[src/rtl/divider_arb_if.sv]
// Requester, flush and divider-side signals of divider_arb, bundled for port connection.
interface divider_arb_if #(
  parameter int unsigned NREQ = 4,
  parameter int unsigned M    = 4,
  parameter int unsigned Q_W  = 5
);
  logic [NREQ-1:0]   req;
  logic [NREQ*M-1:0] req_divisor;
  logic [NREQ-1:0]   gnt;
  logic              flush_req;
  logic              flush_done;
  logic              busy;
  logic [M-1:0]      div_divisor;
  logic [Q_W-1:0]    div_merchant;
  logic [M-1:0]      div_remainder;
  logic [NREQ-1:0]   rsp_valid;
  logic [Q_W-1:0]    rsp_merchant;
  logic [M-1:0]      rsp_remainder;
  logic              rsp_err;

  modport slave (
    input  req, req_divisor, flush_req, div_merchant, div_remainder,
    output gnt, flush_done, busy, div_divisor,
           rsp_valid, rsp_merchant, rsp_remainder, rsp_err
  );

  modport master (
    output req, req_divisor, flush_req, div_merchant, div_remainder,
    input  gnt, flush_done, busy, div_divisor,
           rsp_valid, rsp_merchant, rsp_remainder, rsp_err
  );
endinterface

[src/rtl/divider_arb.sv]
// Round-robin scheduler for one shared pipelined constant-dividend divider; a tag pipe routes
// each result back to its requester. Define DIV_ARB_ZERO_CHK_EN to reject divisors below 2.
module divider_arb #(
  parameter int unsigned NREQ = 4,
  parameter int unsigned M    = 4,
  parameter int unsigned Q_W  = 5,
  parameter int unsigned LAT  = 5
) (
  input  logic         clk,
  input  logic         rstn,
  divider_arb_if.slave bus
);

  localparam int unsigned IDW = $clog2(NREQ);

  typedef enum logic [1:0] {
    IDLE  = 2'd0,
    RUN   = 2'd1,
    DRAIN = 2'd2
  } state_e;

  state_e                  state_q, state_d;
  logic [IDW-1:0]          ptr_q, ptr_d;
  logic [LAT-1:0]          tag_vld_q, tag_vld_d;
  logic [LAT-1:0][IDW-1:0] tag_id_q, tag_id_d;
  logic [LAT-1:0]          tag_err_q, tag_err_d;
  logic [NREQ-1:0]         rsp_valid_q, rsp_valid_d;
  logic [Q_W-1:0]          rsp_merchant_q, rsp_merchant_d;
  logic [M-1:0]            rsp_remainder_q, rsp_remainder_d;
  logic                    rsp_err_q, rsp_err_d;
  logic                    flush_done_q, flush_done_d;

  logic                    grant_en;
  logic                    gnt_any;
  logic                    gnt_err;
  logic                    pipe_empty;
  logic [IDW-1:0]          gnt_id;
  logic [NREQ-1:0]         gnt;
  logic [M-1:0]            gnt_div;
  logic [M-1:0]            div_divisor;
  int unsigned             scan_idx;

  assign pipe_empty = ~|tag_vld_q;
  // Grants are masked while rstn is low so gnt reads 0 throughout reset.
  assign grant_en   = rstn && (state_q != DRAIN);

  // Round-robin search starting at the pointer, wrapping around.
  always_comb begin
    gnt_any  = 1'b0;
    gnt_id   = '0;
    scan_idx = 0;
    if (grant_en) begin
      for (int unsigned i = 0; i < NREQ; i++) begin
        scan_idx = (32'(ptr_q) + i) % NREQ;
        if (!gnt_any && bus.req[scan_idx[IDW-1:0]]) begin
          gnt_any = 1'b1;
          gnt_id  = scan_idx[IDW-1:0];
        end
      end
    end
  end

  always_comb begin
    gnt     = gnt_any ? (NREQ'(1) << gnt_id) : '0;
    gnt_div = bus.req_divisor[gnt_id*M +: M];
`ifdef DIV_ARB_ZERO_CHK_EN
    gnt_err = gnt_any && (gnt_div < M'(2));
`else
    gnt_err = 1'b0;
`endif
    if (!gnt_any) begin
      div_divisor = '0;
    end else if (gnt_err) begin
      div_divisor = '1;
    end else begin
      div_divisor = gnt_div;
    end
  end

  always_comb begin
    ptr_d = ptr_q;
    if (gnt_any) begin
      ptr_d = (32'(gnt_id) == NREQ - 1) ? '0 : gnt_id + IDW'(1);
    end
  end

  // Tag pipe mirrors the divider stages; entry LAT-1 lines up with the divider output.
  always_comb begin
    tag_vld_d = {tag_vld_q[LAT-2:0], gnt_any};
    tag_id_d  = {tag_id_q[LAT-2:0], gnt_id};
    tag_err_d = {tag_err_q[LAT-2:0], gnt_err};
  end

  always_comb begin
    rsp_valid_d     = '0;
    rsp_merchant_d  = rsp_merchant_q;
    rsp_remainder_d = rsp_remainder_q;
    rsp_err_d       = 1'b0;
    if (tag_vld_q[LAT-1]) begin
      rsp_valid_d = NREQ'(1) << tag_id_q[LAT-1];
      if (tag_err_q[LAT-1]) begin
        rsp_merchant_d  = '1;
        rsp_remainder_d = '0;
        rsp_err_d       = 1'b1;
      end else begin
        rsp_merchant_d  = bus.div_merchant;
        rsp_remainder_d = bus.div_remainder;
      end
    end
  end

  always_comb begin
    state_d      = state_q;
    flush_done_d = 1'b0;
    case (state_q)
      IDLE: begin
        if (gnt_any) begin
          state_d = bus.flush_req ? DRAIN : RUN;
        end else if (bus.flush_req) begin
          flush_done_d = 1'b1;
        end
      end
      RUN: begin
        if (bus.flush_req) begin
          state_d = DRAIN;
        end else if (!gnt_any && pipe_empty) begin
          state_d = IDLE;
        end
      end
      DRAIN: begin
        if (pipe_empty) begin
          flush_done_d = 1'b1;
          state_d      = IDLE;
        end
      end
      default: state_d = IDLE;
    endcase
  end

  always_ff @(posedge clk or negedge rstn) begin
    if (!rstn) begin
      state_q         <= IDLE;
      ptr_q           <= '0;
      tag_vld_q       <= '0;
      tag_id_q        <= '0;
      tag_err_q       <= '0;
      rsp_valid_q     <= '0;
      rsp_merchant_q  <= '0;
      rsp_remainder_q <= '0;
      rsp_err_q       <= 1'b0;
      flush_done_q    <= 1'b0;
    end else begin
      state_q         <= state_d;
      ptr_q           <= ptr_d;
      tag_vld_q       <= tag_vld_d;
      tag_id_q        <= tag_id_d;
      tag_err_q       <= tag_err_d;
      rsp_valid_q     <= rsp_valid_d;
      rsp_merchant_q  <= rsp_merchant_d;
      rsp_remainder_q <= rsp_remainder_d;
      rsp_err_q       <= rsp_err_d;
      flush_done_q    <= flush_done_d;
    end
  end

  assign bus.gnt           = gnt;
  assign bus.div_divisor   = div_divisor;
  assign bus.flush_done    = flush_done_q;
  assign bus.busy          = ~pipe_empty | (state_q == DRAIN);
  assign bus.rsp_valid     = rsp_valid_q;
  assign bus.rsp_merchant  = rsp_merchant_q;
  assign bus.rsp_remainder = rsp_remainder_q;
  assign bus.rsp_err       = rsp_err_q;

endmodule
[src/flat_wrapper.sv]
// flat-port wrapper written by rule: the top's interface ports become plain ports
module divider_arb_flat 
#(
  parameter int unsigned NREQ = 4,
  parameter int unsigned M    = 4,
  parameter int unsigned Q_W  = 5,
  parameter int unsigned LAT  = 5
)
  (clk, rstn, bus_req, bus_req_divisor, bus_flush_req, bus_div_merchant, bus_div_remainder, bus_gnt, bus_flush_done, bus_busy, bus_div_divisor, bus_rsp_valid, bus_rsp_merchant, bus_rsp_remainder, bus_rsp_err);
  divider_arb_if #(.NREQ(NREQ), .M(M), .Q_W(Q_W)) bus_i ();
  input  logic clk;
  input  logic rstn;
  input wire logic [$bits(bus_i.req)-1:0] bus_req;
  input wire logic [$bits(bus_i.req_divisor)-1:0] bus_req_divisor;
  input wire logic [$bits(bus_i.flush_req)-1:0] bus_flush_req;
  input wire logic [$bits(bus_i.div_merchant)-1:0] bus_div_merchant;
  input wire logic [$bits(bus_i.div_remainder)-1:0] bus_div_remainder;
  output wire logic [$bits(bus_i.gnt)-1:0] bus_gnt;
  output wire logic [$bits(bus_i.flush_done)-1:0] bus_flush_done;
  output wire logic [$bits(bus_i.busy)-1:0] bus_busy;
  output wire logic [$bits(bus_i.div_divisor)-1:0] bus_div_divisor;
  output wire logic [$bits(bus_i.rsp_valid)-1:0] bus_rsp_valid;
  output wire logic [$bits(bus_i.rsp_merchant)-1:0] bus_rsp_merchant;
  output wire logic [$bits(bus_i.rsp_remainder)-1:0] bus_rsp_remainder;
  output wire logic [$bits(bus_i.rsp_err)-1:0] bus_rsp_err;
  assign bus_i.req = bus_req;
  assign bus_i.req_divisor = bus_req_divisor;
  assign bus_i.flush_req = bus_flush_req;
  assign bus_i.div_merchant = bus_div_merchant;
  assign bus_i.div_remainder = bus_div_remainder;
  assign bus_gnt = bus_i.gnt;
  assign bus_flush_done = bus_i.flush_done;
  assign bus_busy = bus_i.busy;
  assign bus_div_divisor = bus_i.div_divisor;
  assign bus_rsp_valid = bus_i.rsp_valid;
  assign bus_rsp_merchant = bus_i.rsp_merchant;
  assign bus_rsp_remainder = bus_i.rsp_remainder;
  assign bus_rsp_err = bus_i.rsp_err;
  divider_arb #(.NREQ(NREQ), .M(M), .Q_W(Q_W), .LAT(LAT)) u_core (.clk(clk), .rstn(rstn), .bus(bus_i));
endmodule
[config.mk]
export PLATFORM = sky130hd
export DESIGN_NAME = divider_arb_flat
export DESIGN_NICKNAME = d
export VERILOG_FILES = /design/src/rtl/divider_arb_if.sv /design/src/rtl/divider_arb.sv /design/src/flat_wrapper.sv
export SDC_FILE = /design/constraint.sdc
export NUM_CORES = 1
export LEC_CHECK = 0
export CAP_MARGIN = 20
export CORE_UTILIZATION = 38
export CTS_BUF_LIST = sky130_fd_sc_hd__clkbuf_16
export DETAILED_ROUTE_END_ITERATION = 10
export PLACE_DENSITY = 0.74
export SETUP_SLACK_MARGIN = 0.2
export SLEW_MARGIN = 5
export SYNTH_ARGS = -nofsm -noshare
export SYNTH_HDL_FRONTEND = slang
export SYNTH_SLANG_ARGS = --single-unit
export TNS_END_PERCENT = 20
[constraint.sdc]
create_clock -name clk -period 2 [get_ports clk]
set_input_delay 0.4 -clock clk [delete_from_list [all_inputs] [get_ports clk]]
set_output_delay 0.4 -clock clk [all_outputs]
set_load 0.05 [all_outputs]
==> results of run 1 <==
-- placed cells by master, fill, tap and decap left out, drive strengths merged, types with 5 or more instances in the layout --
master | Yosys | layout
dfrtp | 33 | 33
clkdlybuf4s50 | 0 | 28
buf | 2 | 22
dlygate4sd2 | 0 | 13
mux2 | 10 | 10
nor2 | 6 | 6
and2 | 5 | 5
clkbuf | 1 | 5
o22ai | 5 | 5
inv | 4 | 5
a21oi | 5 | 5
-- cell usage after synthesis --
cell      count
o22ai_1       5
a221oi_4      1
nor3_1        1
and2_1        5
buf_4         1
nand2b_1      4
a21oi_2       1
o21ai_2       1
mux2i_1       4
or3b_1        1
a21oi_1       4
buf_2         1
o21ai_0       1
or4_1         1
conb_1        1
mux2_2       10
o22a_1        1
clkbuf_1      1
ha_1          4
nand3_1       1
dfrtp_1      33
a211o_1       1
nor2_1        6
or2b_1        1
nand2_1       4
nor3b_1       1
nor2b_1       1
a32oi_1       4
and3b_1       1
or2b_2        1
and3_1        1
inv_1         4
-- power groups by stage --
stage	sequential [mW]	combinational, mW	clock [mW]
global placement	1.02	1.66	0
detailed placement	1.04	1.70	0
global route	1.07	1.96	0.879
floorplan	1.39	0.683	0
finish	1.03	1.86	0.834
CTS	1.04	1.80	0.847
-- worst max-delay path: cells and delay by family (launching register included) --
family	cells	cell delay, ns
adders and majority gates	1	0.14
AOI/OAI and AO/OA	2	0.44
buffers and inverters	2	0.19
and+or+nand+nor	3	0.54
DFF	1	0.38
-- registers in the layout, indices dropped and copies added (netlist names) --
register / cells
u_core.bus.flush_done: 1
u_core.bus.rsp_merchant: 5
u_core.bus.rsp_remainder: 4
u_core.bus.rsp_valid: 4
u_core.ptr_q: 2
u_core.state_q: 2
u_core.tag_id_d: 8
u_core.tag_id_q: 2
u_core.tag_vld_q: 5
-- metal layers --
layer / vias up / GRT usage [%] / wire length, um
met4: 0 / 6.98 / 78
li1: 516 / - / -
met5: - / 0 / 0
met3: 7 / 5.51 / 262
met2: 62 / 36.3 / 1730
met1: 524 / 21.4 / 1300
-- layout make-up --
cell class | instances | area, sq um | share of cell area (%)
tap | 46 | 57.6 | 2.26
clock buffer | 5 | 125 | 4.92
timing repair buffer | 66 | 707 | 27.8
multi-input combinational | 67 | 774 | 30.4
sequential | 33 | 826 | 32.4
clock inverter | 3 | 37.5 | 1.47
inverter | 4 | 17.5 | 0.688
-- timing repair --
item | CTS | global route
endpoints found under the setup margin | 20 | 13
hold buffers | 0 | 0
pin swaps | 8 | 8
resized for setup | 45 | 12
-- final timing paths --
check	start	endpoint	slack, ns	depth (start not counted)
setup / recovery	u_core.ptr_q[0]$_DFFE_PN0P_	bus_gnt[2]	-0.37	8
hold / removal	u_core.tag_id_d[3]$_DFF_PN0_	u_core.tag_id_d[5]$_DFF_PN0_	0.35	0
setup reg to reg	u_core.ptr_q[0]$_DFFE_PN0P_	u_core.ptr_q[1]$_DFFE_PN0P_	0.10	7
hold reg to reg	u_core.tag_id_d[3]$_DFF_PN0_	u_core.tag_id_d[5]$_DFF_PN0_	0.35	0
max in group asynchronous	rstn	u_core.tag_id_d[5]$_DFF_PN0_	1.24	2
min in group asynchronous	rstn	u_core.tag_vld_q[3]$_DFF_PN0_	0.53	2
-- stage by stage --
stage	hold WS, ns	instance area (sq um)	total power [mW]	instances	setup slack [ns]
global placement	0.333	2190	2.69	216	-0.596
floorplan	0.104	1470	2.07	107	-0.0925
finish	0.345	2540	3.73	224	-0.375
CTS	0.347	2480	3.69	224	-0.344
detailed placement	0.336	2190	2.74	216	-0.667
global route	0.352	2540	3.91	224	-0.460
-- cells by family (layout without fill, tap and decap cells) --
| logic type | Yosys count | after routing | share of synthesized area, % |
|---|---|---|---|
| flops | 33 | 33 | 59.8 |
| simple gates | 29 | 29 | 12.0 |
| compound gates | 19 | 19 | 11.1 |
| mux | 14 | 14 | 11.1 |
| buf+inv | 7 | 78 | 2.26 |
| fa+ha+maj | 4 | 4 | 3.62 |
| other cells | 1 | 1 | 0.271 |
==> reports/qor.yml, run 1 <==
grt_max_degree: 22
slowest_delay_ns: 0.38
gr-total-overflow: 0
critPathKind: "register to primary output"
endpoint_kind: "primary output"
timing.final.crit_share_pct: 119
cts_max_level: 2
cp_common_cell: "and2_4"
synth_cells: 107
cts.sinks: 33
fmax_ghz: 0.421
clock_tree.root_cell: "clkbuf_16"
violations: "negative setup slack"
place_hpwl_um: 2350
drcViolationCount: 0
powerDensity_nw_per_um2: 1460
worstSkewPairLatency_ns: 0.27
ys_seq_elements: 33
start_util_pct: 40.4
first_iter_violations: 26
worstSetupStartpointType: "register"
p_leak_nw: 1.14
fin_util_pct: 74.5
slew_viol_final: 0
drt_pass1_iterations: 4
synth_warnings: 0
nets: 213
antenna_found_initial: 0
synth_top_area_share_pct: 59.8
pwr-share-comb_pct: 49.9
critPathRequiredTime_ns: 1.60
internal_power_mw: 2.26
io_buffers: 54
maxCapViolCount: 0
p_sw_share_pct: 39.4
crit_path_top_delay_cell: "dfrtp_1"
clockBufferDepth: 2
tightest_slew_ns: 0.525
wl_per_cell_um: 15.0
fin_ws_ns: -0.375
synth_area_leaders: "dfrtp_1 60%, mux2_2 8.2%, ha_1 3.6%"
grt_pass1_wl_um: 5800
fin_crit_ns: 2.37
layout-drive-gt1-share_pct: 38.8
fill_cells: 231
p_seq_share_pct: 27.7
yosysUniqueCellTypes: 32
rows: 21
setup_viol: 8
first_global_vias: 1251
worstPathArrival_ns: 1.97
fp.dieW_um: 62.3
finalHoldViolations: 0
synth_nets: 143
core-area_sq_um: 3420
maxSlewHeadroom_pct: 65.0
grtUsageTotal_pct: 19.7
cts_tree: "built"
ant_nets: 0
io_pins: 56
post_cts_buffers: 0
numCtsBuffers: 5
status: "finished with violations"
vdd_ir_drop_max_mv: 0.608
synthToLayoutAreaGrowth_pct: 84.2
gp_congestion: 0.664
die_h_um: 62.3
synth_top_area_cell: "dfrtp_1"
crit_path_max_fanout: 4
num_vias: 1109
worstHoldPathType: "register to register"
crit_chain: "or2b_4 -> o21ai_4 -> a221oi_4 -> and2_4 -> inv_4 -> ha_4 -> and2_4 -> buf_8"
synth_seq_area_share_pct: 59.8
clkPwrFrac_pct: 22.4
wl_um: 3360
diodes: 0
dieArea_sq_um: 3880
switchingPower_mw: 1.47
syn_area_sq_um: 1380
skew_ns: 0.00344
clkSlewWorstSetupHoldPaths_ns: 0.05
fin_tns_setup_ns: -2.86
drt-vias-per-instance: 4.95
grt_setup_unrepaired: "true"
syn_area_per_cell_sq_um: 12.9
No activity file was read; power rests on OpenSTA's default activity.
==> run 2, diff against run 1 <==
- CORE_MARGIN: unset -> 3
==> reports/qor.yml, run 2 (synthesized netlist as in run 1, its figures left out) <==
status: "finished with violations"
clock_tree.root_cell: "clkbuf_16"
io_buffers: 54  # unchanged
skew_ns: 0.00538  # +0.00194 ns
endpoint_kind: "primary output"
clkSlewWorstSetupHoldPaths_ns: 0.05  # about the same
timing.final.crit_share_pct: 117  # -1.4 points
fin_ws_ns: -0.346  # +0.0286 ns
first_global_vias: 1248  # -0.24%
critPathRequiredTime_ns: 1.60  # about the same
slowest_delay_ns: 0.39  # about the same
slew_viol_final: 0  # unchanged
core-area_sq_um: 3420  # unchanged
first_iter_violations: 36  # +38%
final_area_sq_um: 2510  # -1.5%
largest_reg_flops: 8  # unchanged
worstHoldPathType: "register to register"
crit_chain: "or2b_4 -> o21ai_4 -> a221oi_4 -> and2_4 -> inv_4 -> ha_2 -> and2_4 -> buf_8"
crit_path_top_delay_cell: "dfrtp_1"
fin_crit_ns: 2.35  # -0.0286 ns
die_h_um: 66.3  # +6.4%
grt_setup_unrepaired: "true"
mostFrequentLayoutCells: "33 x dfrtp_1, 27 x clkdlybuf4s50_1, 13 x dlygate4sd2_1"
p_leak_nw: 1.14  # -0.15%
maxSlewHeadroom_pct: 64.9  # -0.084 points
numCtsBuffers: 5  # unchanged
gr-total-overflow: 0  # unchanged
wl_um: 3240  # -3.6%
maxCapViolCount: 0  # unchanged
worstSetupStartpointType: "register"
fp.dieW_um: 66.3  # +6.4%
start_util_pct: 40.4  # unchanged
grtUsageTotal_pct: 17.1  # -2.6 points
nets: 214  # +0.47%
place_hpwl_um: 2330  # -0.61%
drt_pass1_iterations: 4  # unchanged
clockBufferDepth: 2  # unchanged
drt-vias-per-instance: 4.96  # about the same
vdd_ir_drop_max_mv: 0.683  # +12%
pre_cts_slack_ns: -0.644  # +0.0231 ns
synthToLayoutAreaGrowth_pct: 81.4
cts.hold.buffers_added: 0  # unchanged
tightest_slew_ns: 0.527  # +0.00126 ns
ant_nets: 0  # unchanged
min_path_cells: 0  # unchanged
violations: "negative setup slack"
powerDensity_nw_per_um2: 1410  # -3.5%
fin_tns_setup_ns: -2.64  # +0.223 ns
layout_commonest_cell: "dfrtp_1"
finalHoldViolations: 0  # unchanged
grt_max_degree: 34  # +55%
grt_pass1_wl_um: 5540  # -4.5%
fin_util_pct: 73.4  # -1.1 points
wl_per_cell_um: 14.4  # -4.0%
holdWs_ns: 0.349  # +0.00375 ns
setup_viol: 9  # +1
num_vias: 1115  # +0.54%
critPathKind: "register to primary output"
fmax_ghz: 0.426  # +1.2%
placed_area_sq_um: 2200  # +0.57%
drcViolationCount: 0  # unchanged
io_pins: 56  # unchanged
cp_common_cell: "and2_4"
rows: 21  # unchanged
antenna_found_initial: 0  # unchanged
layout-drive-gt1-share_pct: 39.7  # +0.90 points
cts_tree: "built"
cts_max_level: 2  # unchanged
gp_congestion: 0.670  # +0.78%
diodes: 0  # unchanged
cts.sinks: 33  # unchanged
worstPathArrival_ns: 1.95  # -0.02 ns
fill_cells: 228  # -1.3%
dieArea_sq_um: 4390  # +13%
r2r_cells: 7  # unchanged
worstSkewPairLatency_ns: 0.27  # about the same
crit_path_max_fanout: 4  # unchanged
[run 2: timing repair]
item	in CTS	in global routing
resized for setup	48	4
buffers inserted	1	0
pin swaps	9	4
setup endpoints to repair	20	14
[run 2: final cells by class]
type | count | area [sq um] | share of cell area, %
clock buffer | 5 | 125 | 4.99
timing repair buffer | 67 | 719 | 28.7
tap | 46 | 57.6 | 2.30
clock inverter | 3 | 12.5 | 0.499
inverter | 4 | 20.0 | 0.799
multi-input combinational | 67 | 746 | 29.8
sequential | 33 | 826 | 33.0
[run 2: power by group]
part | switching (mW) | leakage (nW) | internal [mW]
Clock | 0.251 | 0.0687 | 0.448
Sequential | 0.142 | 0.419 | 0.888
Combinational | 1.04 | 0.650 | 0.775
Total | 1.43 | 1.14 | 2.11
[run 2: worst max-delay path, delay by kind of cell (launching register included)]
kind            cells  cell delay [ns]
compound gates      2             0.40
fa+ha+maj           1             0.15
buf+inv             2             0.19
flops               1             0.39
simple gates        3             0.54
[run 2: worst paths after layout]
path                            slack (ns)                    startpoint                                     end
max in group asynchronous             1.01                          rstn  u_core.bus.rsp_merchant[0]$_DFFE_PN0P_
min in group asynchronous             0.71                          rstn            u_core.tag_id_d[2]$_DFF_PN0_
worst min-delay path                  0.35  u_core.tag_id_d[3]$_DFF_PN0_            u_core.tag_id_d[5]$_DFF_PN0_
worst max-delay path                 -0.35   u_core.ptr_q[0]$_DFFE_PN0P_                              bus_gnt[0]
worst min register to register        0.35  u_core.tag_id_d[3]$_DFF_PN0_            u_core.tag_id_d[5]$_DFF_PN0_
worst max register to register        0.17   u_core.ptr_q[0]$_DFFE_PN0P_             u_core.ptr_q[1]$_DFFE_PN0P_
[run 2: routing by layer]
layer	part of all wire (%)	track usage, %
met5	0	0
met4	1.8	7.87
met3	9.4	6.63
met2	53	29.1
met1	36	18.5
[run 2: metrics by stage]
step                      instances  power (mW)
final                           225        3.54
after global routing            225        3.74
after CTS                       225        3.58
after detailed placement        216        2.75
after global placement          216        2.70
after floorplan                 107        2.07
